<file path="config.mk">
export PLATFORM = sky130hd
export DESIGN_NAME = control_seq
export DESIGN_NICKNAME = d
export VERILOG_FILES = /design/src/rtl/control_seq_pkg.sv /design/src/rtl/control_wait_timer.sv /design/src/rtl/control_seq.sv
export SDC_FILE = /design/constraint.sdc
export NUM_CORES = 1
export LEC_CHECK = 0
export BUFFER_PORTS_ARGS = -buffer_cell sky130_fd_sc_hd__buf_2
export CAP_MARGIN = 30
export CORE_MARGIN = 4
export CORE_UTILIZATION = 41
export CTS_BUF_LIST = sky130_fd_sc_hd__clkbuf_16
export CTS_CLUSTER_DIAMETER = 60
export DETAILED_ROUTE_END_ITERATION = 7
export PLACE_DENSITY = 0.72
export SLEW_MARGIN = 20
export SYNTH_ARGS = -nofsm -noshare
export SYNTH_HDL_FRONTEND = slang
export SYNTH_HIERARCHICAL = 1
export SYNTH_SLANG_ARGS = --single-unit
</file>
<file path="constraint.sdc">
create_clock -name clk_i -period 3.56 [get_ports clk_i]
set_clock_uncertainty 0.2 [all_clocks]
set_input_delay 0.712 -clock clk_i [delete_from_list [all_inputs] [get_ports clk_i]]
set_output_delay 0.712 -clock clk_i [all_outputs]
set_load 0.02 [all_outputs]
</file>
<file path="src/rtl/control_seq_pkg.sv">
// Shared types for the VeriRISC sequence controller: opcodes, phase encoding and
// the ALU-opcode classification helper.
package control_seq_pkg;

  typedef enum logic [2:0] {
    OpHlt = 3'd0,
    OpSkz = 3'd1,
    OpAdd = 3'd2,
    OpAnd = 3'd3,
    OpXor = 3'd4,
    OpLda = 3'd5,
    OpSto = 3'd6,
    OpJmp = 3'd7
  } opcode_t;

  typedef enum logic [3:0] {
    StInstAddr  = 4'd0,
    StInstFetch = 4'd1,
    StInstLoad  = 4'd2,
    StIdle      = 4'd3,
    StOpAddr    = 4'd4,
    StOpFetch   = 4'd5,
    StAluOp     = 4'd6,
    StStore     = 4'd7,
    StHalted    = 4'd8,
    StPause     = 4'd9
  } seq_state_t;

  // One bit per opcode value: ADD, AND, XOR, LDA read memory into the accumulator.
  localparam logic [7:0] AluOpSet = 8'b0011_1100;

  function automatic logic is_aluop(input opcode_t op);
    return AluOpSet[op];
  endfunction

endpackage

</file>
<file path="src/rtl/control_wait_timer.sv">
// Memory wait-state tracker: decides whether the current phase may advance and
// flags a timeout when an access is held for WAIT_MAX cycles.
module control_wait_timer #(
  parameter bit          MEM_WAIT_EN = 1'b1,
  parameter int unsigned WAIT_MAX    = 16
) (
  input  logic clk_i,
  input  logic rst_i,
  input  logic wait_phase_i,
  input  logic mem_ready_i,
  output logic advance_o,
  output logic timeout_o
);

  localparam int unsigned CntW = (WAIT_MAX > 2) ? $clog2(WAIT_MAX) : 1;
  localparam logic [CntW-1:0] CntLast = (WAIT_MAX == 0) ? '0 : CntW'(WAIT_MAX - 1);

  logic [CntW-1:0] wait_cnt_q, wait_cnt_d;
  logic            stall;

  assign stall = MEM_WAIT_EN && wait_phase_i && !mem_ready_i;

  always_comb begin
    wait_cnt_d = '0;
    timeout_o  = 1'b0;
    advance_o  = !stall;
    if (stall) begin
      // Ready on the last allowed cycle still completes; only a held cycle times out.
      if ((WAIT_MAX != 0) && (wait_cnt_q == CntLast)) begin
        timeout_o = 1'b1;
      end else begin
        wait_cnt_d = wait_cnt_q + 1'b1;
      end
    end
  end

  always_ff @(posedge clk_i or posedge rst_i) begin
    if (rst_i) begin
      wait_cnt_q <= '0;
    end else begin
      wait_cnt_q <= wait_cnt_d;
    end
  end

endmodule

</file>
<file path="src/rtl/control_seq.sv">
// VeriRISC sequence controller: walks the 8-phase fetch/execute cycle, decodes
// control strobes, and handles halt, single-step pause and memory wait states.
module control_seq
  import control_seq_pkg::*;
#(
  parameter bit          MEM_WAIT_EN = 1'b1,
  parameter int unsigned WAIT_MAX    = 16,
  parameter int unsigned CNT_W       = 16
) (
  input  logic             clk_i,
  input  logic             rst_i,
  input  logic [2:0]       opcode_i,
  input  logic             zero_i,
  input  logic             mem_ready_i,
  input  logic             resume_i,
  input  logic             step_en_i,
  output logic             mem_rd_o,
  output logic             load_ir_o,
  output logic             halt_o,
  output logic             inc_pc_o,
  output logic             load_ac_o,
  output logic             load_pc_o,
  output logic             mem_wr_o,
  output logic             paused_o,
  output logic             bus_err_o,
  output logic [3:0]       state_o,
  output logic [CNT_W-1:0] instr_cnt_o
);

  opcode_t          op;
  seq_state_t       state_q;
  logic [CNT_W-1:0] instr_cnt_q;
  logic             bus_err_q;
  logic             alu, wait_phase, advance, timeout;

  assign op  = opcode_t'(opcode_i);
  assign alu = is_aluop(op);

  assign wait_phase = (state_q == StInstFetch) ||
                      ((state_q == StOpFetch) && alu) ||
                      ((state_q == StStore) && (op == OpSto));

  control_wait_timer #(
    .MEM_WAIT_EN(MEM_WAIT_EN),
    .WAIT_MAX   (WAIT_MAX)
  ) u_wait_timer (
    .clk_i       (clk_i),
    .rst_i       (rst_i),
    .wait_phase_i(wait_phase),
    .mem_ready_i (mem_ready_i),
    .advance_o   (advance),
    .timeout_o   (timeout)
  );

  always_ff @(posedge clk_i or posedge rst_i) begin
    if (rst_i) begin
      state_q     <= StInstAddr;
      instr_cnt_q <= '0;
      bus_err_q   <= 1'b0;
    end else begin
      case (state_q)
        StInstAddr: state_q <= StInstFetch;
        StInstFetch: begin
          if (timeout) begin
            bus_err_q <= 1'b1;
            state_q   <= StHalted;
          end else if (advance) begin
            state_q <= StInstLoad;
          end
        end
        StInstLoad: state_q <= StIdle;
        StIdle:     state_q <= StOpAddr;
        StOpAddr:   state_q <= (op == OpHlt) ? StHalted : StOpFetch;
        StOpFetch: begin
          if (timeout) begin
            bus_err_q <= 1'b1;
            state_q   <= StHalted;
          end else if (advance) begin
            state_q <= StAluOp;
          end
        end
        StAluOp: state_q <= StStore;
        StStore: begin
          if (timeout) begin
            bus_err_q <= 1'b1;
            state_q   <= StHalted;
          end else if (advance) begin
            instr_cnt_q <= instr_cnt_q + 1'b1;
            state_q     <= step_en_i ? StPause : StInstAddr;
          end
        end
        StHalted: begin
          if (resume_i) begin
            bus_err_q <= 1'b0;
            state_q   <= StInstAddr;
          end
        end
        StPause: if (resume_i) state_q <= StInstAddr;
        default: state_q <= StInstAddr;
      endcase
    end
  end

  always_comb begin
    mem_rd_o  = 1'b0;
    load_ir_o = 1'b0;
    halt_o    = 1'b0;
    inc_pc_o  = 1'b0;
    load_ac_o = 1'b0;
    load_pc_o = 1'b0;
    mem_wr_o  = 1'b0;
    paused_o  = 1'b0;
    case (state_q)
      StInstFetch: mem_rd_o = 1'b1;
      StInstLoad, StIdle: begin
        mem_rd_o  = 1'b1;
        load_ir_o = 1'b1;
      end
      StOpAddr: begin
        inc_pc_o = 1'b1;
        halt_o   = (op == OpHlt);
      end
      StOpFetch: mem_rd_o = alu;
      StAluOp: begin
        mem_rd_o  = alu;
        load_ac_o = alu;
        inc_pc_o  = (op == OpSkz) && zero_i;
        load_pc_o = (op == OpJmp);
      end
      StStore: begin
        mem_rd_o  = alu;
        load_ac_o = alu;
        inc_pc_o  = (op == OpJmp);
        load_pc_o = (op == OpJmp);
        mem_wr_o  = (op == OpSto);
      end
      StHalted: halt_o   = 1'b1;
      StPause:  paused_o = 1'b1;
      default: ;
    endcase
  end

  assign state_o     = state_q;
  assign instr_cnt_o = instr_cnt_q;
  assign bus_err_o   = bus_err_q;

endmodule

</file>
==> qor.yml <==
yosys:
  syn-num-nets: 157
  synth_edf_count: 0
  synth_area_leaders: "dfrtp_1, xnor2_1, nand4b_4"
  ys_ff_latch: 25
  yosysTopAreaCell: "dfrtp_1"
  ys_seq_area_share_pct: 43.94
  ys_warn_count: 6
  ys_types: 41
  synth_top_cell_area_share_pct: 43.94
  async_flop_share_pct: 100.0
  syn_area_um2: 1424
  yosys_most_used_dff: "dfrtp_1"
  syn-instance-count: 146
  avgSynthCellArea_um2: 9.753
place:
  port_buffers: 37
  gp_congestion: 0.8532
  hpwlAfterDp_um: 2361
cells_and_area:
  area_growth_pct: 20.47
  fillers: 321
  num-nets-final: 194
  drive_above_1_share_pct: 25.82
  diodes: 0
clock_network:
  htreeDepth: 1
  cts_num_sinks: 25
  cts_resized: 0
  cts_tree: "yes"
  cts-root-buf: "clkbuf_16"
  cts_buffers: 3
  cts_setup_buffers: 0
  clk_path_buf_depth: 2
  clk_pin_slew_ps: 60
  clk-insertion-delay-late_ps: 260
  cts_hold_buf: 0
grt:
  antenna_found_initial: 0
  grt_usage_pct: 15.75
  grt_pass1_wl_um: 5409
  grt_overflow: 0
  grt_pass1_vias: 1230
  grt_max_degree: 22
route:
  drt_iter0_markers: 62
  via_per_inst: 5.206
  drtPass1Iterations: 4
  routed_wl_um: 3198
  post_drt_wl_per_cell_um: 14.03
  remaining_drc_errors: 0
  vias: 1187
  postRouteAntennaNets: 0
power:
  power_mw: 1.092
  vdd_drop_max_v: 0.0002700
  power_density_nw_per_um2: 636.8
  leakagePower_nw: 0.8566
critical_path:
  end_kind: "output port"
  startpoint: "state_o[2]"
  cp.arrival_ps: 1850
  rr_startpoint: "state_o[1]"
  required_ps: 2650
  worst-path-max-fanout: 13
  ff2ff_setup_slack_ps: 850
  ff2ff_path_depth: 9
  worstReg2RegEnd: "instr_cnt_o[12]"
  crit_path_start_kind: "flop"
  path_class: "reg -> out"
  endpoint: "mem_wr_o"
sta:
  fin_crit_ps: 2759
  worstMarginPinSlew_ps: 780.2
  setup_viol: 0
  rsz0062_at_grt: "false"
  fmax_mhz: 362.4
  setup_tns_ps: 0
  final.period_utilization_pct: 77.51
  max_slew_margin_pct: 47.93
  report.final.slew_viol_count: 0
  final_hold_viol_count: 0
die:
  core_um2: 3337
  io_pins: 38
  row_count: 21
  die_area_um2: 4480
  die_x_um: 66.93
  start_util_pct: 42.67
  dieHeight_um: 66.93
flow_run:
  drv_cap: 0
status:
  outcome: "finished, final reports clean"
worst_hold_path:
  min_path_type: "in -> async"
==> cells in the final DEF (no fill, tap or decap), types with 4 or more instances in the layout <==
master     n
inv_1     10
nor3_1     5
nand3_1    6
nand2_1    9
nor2_1    12
a21oi_1    7
buf_2     37
nand2b_1   4
xnor2_1   12
xor2_1     5
a31oi_1    4
dfrtp_1   25
==> kinds of logic (layout without fill, tap and decap cells) <==
family,after synthesis,in the layout,synth area share (%)
adder cells (fa/ha/maj),2,2,1.757
AND/OR/NAND/NOR,59,59,25.84
buffers and inverters,15,51,5.008
AO/OA/AOI/OAI,27,27,12.21
XOR/XNOR,17,17,10.46
flip-flops,25,25,43.94
multiplexers,1,1,0.7908
==> critical path: stages, from the launching register on <==
cell     delay (ps)
dfrtp_1         620
nor2b_1         400
nand2_1         150
nor4_1          200
buf_2           210
==> layout make-up <==
cell class,count,area (um2),area share (%)
well taps,46,57.56,3.355
repair buffers,38,192.7,11.23
inverters,9,33.78,1.969
flip-flops and latches,25,625.6,36.47
multi-input cells,106,726.9,42.38
clock buffers,3,75.07,4.376
clock inverters,1,3.754,0.2188
==> sequential cells by signal, summed over array words and instances, names as in the netlist <==
register / cells
state_o: 4
instr_cnt_o: 16
u_wait_timer/wait_cnt_q: 4
bus_err_o: 1
==> synthesized netlist by cell type, drive strengths merged, types with 3 or more instances <==
master and instances:
a21oi 7, nor2 13, nand3 6, nand2 9, xnor2 12, inv 9, dfrtp 25, nor4 4
nor3 5, nand4b 5, buf 6, o21ai 3, nand2b 4, xor2 5, a31oi 4, a21o 3
==> worst min-delay path by stage <==
stage,end,depth (start not counted)
after floorplan,u_wait_timer/wait_cnt_q[3],1
after global placement,instr_cnt_o[15],1
after detailed placement,instr_cnt_o[4],1
after CTS,u_wait_timer/wait_cnt_q[2],2
after global routing,u_wait_timer/wait_cnt_q[2],2
final,u_wait_timer/wait_cnt_q[1],2
==> power by group <==
group	internal, mW	total, mW	switching, mW	leakage, nW
registers	0.328	0.443	0.115	0.333
clock network	0.150	0.243	0.0933	0.0423
logic	0.156	0.406	0.251	0.481
==> per-layer routing <==
layer	global-route usage [%]	vias to the layer above	wire length, um
li1	-	595	-
met1	19.56	553	1452
met2	27.48	36	1552
met3	1.518	3	164
met4	6.835	0	29
met5	0	-	0
==> stage by stage <==
stage / cell area, um2 / setup WS, ps / hold WS (ps) / instances / utilization (%)
final: 1715 / 800.6 / 135.9 / 228 / 51.41
after global routing: 1715 / 507.1 / 160.5 / 228 / 51.41
after CTS: 1715 / 830.2 / 142.2 / 228 / 51.41
after detailed placement: 1637 / 686.9 / 284.3 / 224 / 49.04
after global placement: 1637 / 752.8 / 259.5 / 224 / 49.04
after floorplan: 1424 / 556.2 / 259.7 / 146 / -
Power figures use the tool's default switching activity.
